==> src/rtl/fp32_mul_sc.sv <==
// fp32_mul_sc: IEEE-754 binary32 multiplier with NaN/Inf/zero special cases,
// DAZ inputs, FTZ outputs, round-to-nearest-even, one registered output stage.
// Ports: clk, rst (sync, active-high), in_valid, a, b -> out_valid, z,
//        flags {invalid, overflow, underflow, inexact} when FP32_MUL_FLAGS_EN is defined.
module fp32_mul_sc (
    input  logic        clk,
    input  logic        rst,
    input  logic        in_valid,
    input  logic [31:0] a,
    input  logic [31:0] b,
    output logic        out_valid,
    output logic [31:0] z
`ifdef FP32_MUL_FLAGS_EN
    ,
    output logic [3:0]  flags
`endif
);

    localparam logic [31:0] QNAN = 32'h7FC0_0000;

    // Operand fields and classification
    logic        sa, sb, sz;
    logic [7:0]  ea, eb;
    logic [22:0] fa, fb;
    logic        a_nan, b_nan, a_inf, b_inf, a_zero, b_zero;

    assign sa = a[31];
    assign sb = b[31];
    assign ea = a[30:23];
    assign eb = b[30:23];
    assign fa = a[22:0];
    assign fb = b[22:0];
    assign sz = sa ^ sb;

    assign a_nan  = (ea == 8'hFF) && (fa != 23'd0);
    assign b_nan  = (eb == 8'hFF) && (fb != 23'd0);
    assign a_inf  = (ea == 8'hFF) && (fa == 23'd0);
    assign b_inf  = (eb == 8'hFF) && (fb == 23'd0);
    // exp=0 covers both true zero and subnormal (flushed to zero)
    assign a_zero = (ea == 8'h00);
    assign b_zero = (eb == 8'h00);

    // Normal-path datapath
    logic [47:0]       prod;
    logic signed [9:0] exp_sum;
    logic signed [9:0] exp_n;
    logic signed [9:0] exp_f;
    logic [23:0]       mant;
    logic              guard, sticky, rnd;
    logic [24:0]       mant_r;
    logic [22:0]       frac_f;
    logic              ovf, unf, inx;

    assign prod    = {1'b1, fa} * {1'b1, fb};
    assign exp_sum = $signed({2'b00, ea}) + $signed({2'b00, eb}) - 10'sd127;

    always_comb begin
        if (prod[47]) begin
            mant   = prod[47:24];
            guard  = prod[23];
            sticky = |prod[22:0];
            exp_n  = exp_sum + 10'sd1;
        end else begin
            mant   = prod[46:23];
            guard  = prod[22];
            sticky = |prod[21:0];
            exp_n  = exp_sum;
        end
        rnd    = guard & (sticky | mant[0]);
        mant_r = {1'b0, mant} + {24'd0, rnd};
        // Carry out of rounding leaves 1.000..0; shift and bump exponent
        if (mant_r[24]) begin
            frac_f = mant_r[23:1];
            exp_f  = exp_n + 10'sd1;
        end else begin
            frac_f = mant_r[22:0];
            exp_f  = exp_n;
        end
        ovf = (exp_f >= 10'sd255);
        unf = (exp_f <= 10'sd0);
        inx = guard | sticky;
    end

    // Result selection, highest priority first
    logic [31:0] res_z;

    always_comb begin
        if (a_nan || b_nan) begin
            res_z = QNAN;
        end else if ((a_inf && b_zero) || (b_inf && a_zero)) begin
            res_z = QNAN;
        end else if (a_inf || b_inf) begin
            res_z = {sz, 8'hFF, 23'd0};
        end else if (a_zero || b_zero) begin
            res_z = {sz, 31'd0};
        end else if (ovf) begin
            res_z = {sz, 8'hFF, 23'd0};
        end else if (unf) begin
            res_z = {sz, 31'd0};
        end else begin
            res_z = {sz, exp_f[7:0], frac_f};
        end
    end

    logic        out_valid_q, out_valid_d;
    logic [31:0] z_q, z_d;

    assign out_valid_d = in_valid;
    assign z_d         = in_valid ? res_z : z_q;

    always_ff @(posedge clk) begin
        if (rst) begin
            out_valid_q <= 1'b0;
            z_q         <= 32'h0000_0000;
        end else begin
            out_valid_q <= out_valid_d;
            z_q         <= z_d;
        end
    end

    assign out_valid = out_valid_q;
    assign z         = z_q;

`ifdef FP32_MUL_FLAGS_EN
    logic       a_sub, b_sub, a_nz, b_nz, daz_unf;
    logic [3:0] res_f;
    logic [3:0] flags_q, flags_d;

    assign a_sub = a_zero && (fa != 23'd0);
    assign b_sub = b_zero && (fb != 23'd0);
    assign a_nz  = (a[30:0] != 31'd0);
    assign b_nz  = (b[30:0] != 31'd0);
    // A flushed subnormal times a nonzero finite value is a lost tiny product
    assign daz_unf = (a_sub | b_sub) & a_nz & b_nz;

    always_comb begin
        if (a_nan || b_nan) begin
            res_f = 4'b1000;
        end else if ((a_inf && b_zero) || (b_inf && a_zero)) begin
            res_f = 4'b1000;
        end else if (a_inf || b_inf) begin
            res_f = 4'b0000;
        end else if (a_zero || b_zero) begin
            res_f = {2'b00, daz_unf, daz_unf};
        end else if (ovf) begin
            res_f = 4'b0101;
        end else if (unf) begin
            res_f = 4'b0011;
        end else begin
            res_f = {3'b000, inx};
        end
    end

    assign flags_d = in_valid ? res_f : flags_q;

    always_ff @(posedge clk) begin
        if (rst) begin
            flags_q <= 4'b0000;
        end else begin
            flags_q <= flags_d;
        end
    end

    assign flags = flags_q;
`endif

endmodule

==> config.mk <==
export PLATFORM = sky130hd
export DESIGN_NAME = fp32_mul_sc
export DESIGN_NICKNAME = d
export VERILOG_FILES = /design/src/rtl/fp32_mul_sc.sv
export SDC_FILE = /design/constraint.sdc
export NUM_CORES = 2
export LEC_CHECK = 0
export ABC_AREA = 1
export BUFFER_PORTS_ARGS = -buffer_cell sky130_fd_sc_hd__buf_2
export CAP_MARGIN = 20
export CORE_MARGIN = 2
export CORE_UTILIZATION = 40
export CTS_CLUSTER_SIZE = 28
export DETAILED_ROUTE_END_ITERATION = 16
export SLEW_MARGIN = 15
export SYNTH_ARGS = -nofsm -noshare
export SYNTH_HDL_FRONTEND = slang
export SYNTH_SLANG_ARGS = --single-unit
==> constraint.sdc <==
create_clock -name clk -period 8.37 [get_ports clk]
set_clock_uncertainty 0.2 [all_clocks]
set_input_delay 0.4185 -clock clk [delete_from_list [all_inputs] [get_ports clk]]
set_output_delay 0.4185 -clock clk [all_outputs]
set_load 0.05 [all_outputs]
# After elaboration in Yosys (flattened, before gate mapping)
# Cells that the tools add are included.
op_classes:
  n_mul: 1
  n_reduce_logical: 18
  magnitude_cmp: 2
  bitwise: 3
  muxes: 12
  add_sub_neg: 5
  n_eq_ne: 2
op_table:
  columns: ["operator", "n"]
  rows:
  - ["two-way mux 31 bit", 4]
  - ["two-way mux 32 bit", 2]
  - ["multiplier 24 x 24 -> 48 bit", 1]
  - ["logical NOT 23 bit", 2]
  - ["nonzero test 23 bit", 2]
  - ["adder 24 x 1 -> 25 bit", 1]
  - ["two-way mux 24 bit", 1]
  - ["two-way mux 23 bit", 1]
  - ["OR reduction 23 bit", 1]
  - ["OR reduction 22 bit", 1]
  - ["adder 10 x 2 -> 10 bit (second input constant)", 2]
  - ["two-way mux 10 bit", 2]
  - ["== test 8 bit (second input constant)", 2]
  - ["logical NOT 8 bit", 2]
  - [">= comparator 10 x 9 -> 1 bit (second input constant)", 1]
  - ["<= comparator 10 x 1 -> 1 bit (second input constant)", 1]
  - ["subtractor 9 x 7 -> 10 bit (second input constant)", 1]
  - ["adder 8 x 8 -> 9 bit", 1]
  - ["logical AND 1 bit", 6]
  - ["logical OR 1 bit", 4]
  - ["two-way mux 1 bit", 2]
  - ["bitwise AND 1 bit", 1]
  - ["OR 1 bit", 1]
  - ["XOR 1 bit", 1]
word_totals:
  output_inout_bits: 33
  word_cells: 45
  register_bits: 33
  inputBits: 67

# Depth between registers and ports, before layout
depth:
  ltp_word: 14
  mapped_depth: 55
  mapped_depth_nobuf: 49

# Least setup slack after synthesis
# No wires, ideal clock.
synth_path:
  path_type: "input to register"
  start: "input b[3]"
  end: "register z_q[8] (netlist: z[8])"
  arrival_time_ps: 8706
  setup_slack_ps: -669
  setup_time_ps: 132
  n_path_buf: 7
  path_stages: 49
  path_cell_list: "clkbuf_1 clkbuf_1 nand2_1 fa_1 inv_1 fa_1 inv_1 fa_1 inv_1 fa_1 inv_1 fa_1 inv_1 fa_1 inv_1 fa_1 inv_1 ha_1 [... 13 more ...] nand2_1 inv_1 ha_1 nand3_1 nor2_1 nand2_4 inv_4 nand3_4 buf_6 nand2_1 nand2_1 a21oi_2 nand3_2 and2_1 buf_6 buf_6 nand3_2 a21oi_1"
synth_via:
  elab_chain_len: 14
synth_lines:
  columns: ["item", "line", "text"]
  rows:
  - ["from (decl)", "10", "input logic [31:0] b,"]
  - ["multiplier 24 x 24 -> 48 bit", "54", "assign prod = {1'b1, fa} * {1'b1, fb};"]
  - ["OR reduction 23 bit / OR reduction 22 bit (equally long branches)", "61, 66", null]
  - ["two-way mux 1 bit", "58", "if (prod[47]) begin"]
  - ["OR 1 bit", "69", "rnd = guard & (sticky | mant[0]);"]
  - ["bitwise AND 1 bit", "69", null]
  - ["adder 24 x 1 -> 25 bit", "70", "mant_r = {1'b0, mant} + {24'd0, rnd};"]
  - ["two-way mux 10 bit", "72", "if (mant_r[24]) begin"]
  - ["<= comparator 10 x 1 -> 1 bit", "80", "unf = (exp_f <= 10'sd0);"]
  - ["two-way mux 31 bit", "98", "end else if (unf) begin"]
  - ["two-way mux 31 bit", "96", "end else if (ovf) begin"]
  - ["two-way mux 31 bit", "94", "end else if (a_zero || b_zero) begin"]
  - ["two-way mux 31 bit", "92", "end else if (a_inf || b_inf) begin"]
  - ["two-way mux 32 bit", "90", "end else if ((a_inf && b_zero) || (b_inf && a_zero)) begin"]
  - ["two-way mux 32 bit *", "88", "if (a_nan || b_nan) begin"]
  - ["to (signal assigned)", "117", "z_q <= z_d;"]
  - ["to (decl)", "106", "logic [31:0] z_q, z_d;"]
# Mark *: on every way between the ends. The rest lies on a longest branch, timed or not.
# A chain may end at the register's enable or synchronous reset.

# Worst setup path after layout
layout_path:
  start: "input b[2]"
  end: "register z_q[24] (netlist: z[24])"
# The elaborated chain is that of the path after synthesis.

==> results.cfg <==
[floorplanning]
start_util_pct = 40.20
fp.dieW_um = 255.1
core_mm2 = 0.06274
fp.dieH_um = 255.1
dieArea_mm2 = 0.06507
io_pins = 100
fp-row-count = 92

[synth]
synth.area.top_cells = fa_1 38%, nand2_1 18%, inv_1 16%
synth_largest_area_cell = fa_1
yosysWarningCount = 0
ys_seq_area_share_pct = 2.620
yosys_most_used_dff = dfxtp_1
ys_ff_latch = 33
ys_top_cells_by_count = 1182 x nand2_1, 1071 x inv_1, 483 x fa_1, 191 x ha_1, 130 x nor2_1
synth_edf_count = 0
ys_types = 52
yosysTopAreaCellShare_pct = 38.34
syn_area_per_cell_um2 = 6.840
synth_area_mm2 = 0.02522
syn-num-nets = 4428
synth.most_common_cell = nand2_1
syn_inst = 3687
async_flop_share_pct = 0

[drt]
num_vias = 22420
drt-total-wl_mm = 71.17
dr.pass1.iters = 6
ant_nets = 0
via_per_inst = 4.633
wl_per_cell_um = 14.70
drtIter0Drc = 1367
drc = 0

[critical_path]
max_stage_delay_ps = 570
worstSetupPathType = in -> reg
path_common_cell = nand2_1
crit_arrival_ps = 7940
r2r_cells = 2
worst-r2r-setup-slack_ps = 7460
cp_max_fo = 11
cp_slowest_cell = fa_2
reg2reg_to = z[24]
rr_startpoint = z[24]
path_buf_inv = 12
end_kind = flop
startpoint_type = primary input
critical-path-top-delay-family = adder cells
cp.required_ps = 8310

[clocking]
clk_latency_ps = 270
clk_path_buf_depth = 2
clkSlewWorstSetupHoldPaths_ps = 50
cts_root_buf = clkbuf_16
cts_buffers = 5
htreeDepth = 2
clock_sinks = 33
cts_tree = yes
hold_buffers = 0

[sta]
finalSetupViolations = 0
final.period_utilization_pct = 95.55
drv_slew = 0
tightestPinTransition_ps = 1216
fmax_mhz = 125.0
slew_headroom_pct = 18.17
hold_viol_final = 0
post-route-min-period_ps = 7997

[placement]
dpl_cell_area_mm2 = 0.02879
globalplace.congestion = 0.9196
io_buffers = 99
hpwl_mm = 62.52

[cells_and_area]
layout-drive-gt1-share_pct = 16.03
fin_area_mm2 = 0.02980
fin_nets = 4733
area_growth_pct = 18.15

[min_path]
hp-class = in -> reg
whs_path_depth = 4
hold_path_startpoint = a[31]
holdPathEnd = z[31]

[grt]
overflow = 0
grt_usage_pct = 22.69
grt_start_max_net_pins = 44
grt_pass1_vias = 22830
grt_pass1_wl_mm = 117.8
antenna_found_initial = 0

[outcome]
status = complete, no violations

[run]
maxCapViolCount = 0
## per-stage QoR
step / setup TNS [ps] / setup slack, ps / util [%] / cells / hold WS (ps)
finish: 0 / 372.7 / 47.50 / 4840 / 252.9
global route: -57.77 / -26.09 / 47.49 / 4839 / 281.0
CTS: 0 / 3.443 / 46.17 / 4826 / 252.9
detailed placement: -7981 / -289.7 / 45.90 / 4818 / 256.9
global placement: -8714 / -314.6 / 45.90 / 4818 / 254.5
floorplan: 0 / 7.719 / - / 3687 / 412.8
## worst max path at each step
stage               from    end  slack, ps  depth (start not counted)
CTS                 b[1]  z[26]          3                         46
floorplan           b[3]   z[8]          8                         48
finish              b[2]  z[24]        370                         46
detailed placement  a[8]  z[26]       -290                         41
global placement    a[8]  z[26]       -310                         45
global route        b[0]  z[26]        -30                         45
## timing repair
item	in CTS	in global routing
resized for setup	2	222
pin swaps	0	70
gates cloned	0	4
setup endpoints to repair	30	31
buffers inserted	0	10
## cell families (layout without fill, tap and decap cells)
family                     after synthesis  count (layout)  synth area share [%]
xor gates and xnor gates                49              49                 1.702
other                                    0               1                     0
adders and majority gates              674             674                 47.82
DFF                                     33              33                 2.620
buffers and inverters                 1212            1516                 18.44
and+or+nand+nor                       1594            1596                 26.61
AOI/OAI and AO/OA                      125             125                 2.803
## cells in the final DEF (no fill, tap or decap), types with 14 or more instances in the layout
| master | n |
|---|---|
| nand2_2 | 40 |
| fa_1 | 472 |
| nor2_2 | 29 |
| nand4_1 | 41 |
| buf_6 | 28 |
| inv_1 | 1063 |
| dfxtp_1 | 33 |
| xor2_1 | 30 |
| buf_4 | 312 |
| nor4_1 | 14 |
| nor2_4 | 14 |
| inv_2 | 20 |
| nand2_1 | 1156 |
| buf_2 | 63 |
| o21ai_0 | 21 |
| nor2_1 | 112 |
| ha_1 | 172 |
| nand3_1 | 111 |
| ha_4 | 18 |
| nand3_2 | 28 |
| a21oi_1 | 61 |
| xnor2_1 | 16 |
## final cells by class
class,count,area [µm²]
inverter,1087,4085
tap,846,1059
timing repair buffer,421,3283
antenna,1,2.502
multi-input combinational,2444,20530
clock inverter,1,30.03
fill,6477,32940
sequential,33,660.6
clock buffer,7,142.6
## worst min-delay path, stage by stage
cell and delay, ps:
buf_2 80, xor2_1 60, nand2_1 60, a21oi_1 50
## layer usage
metal	up-vias	wire length (µm)	track usage [%]
met5	-	0	0
met4	0	1417	4.127
met3	60	2912	1.353
met2	442	33950	39.05
met1	10810	32890	31.79
li1	11120	-	-
## state kept, by name (all words and copies together) (netlist names)
| register | count |
|---|---|
| out_valid | 1 |
| z | 32 |
Power is not shown: default switching activity piles up to over one toggle a cycle in this logic, so the estimate is an artifact.
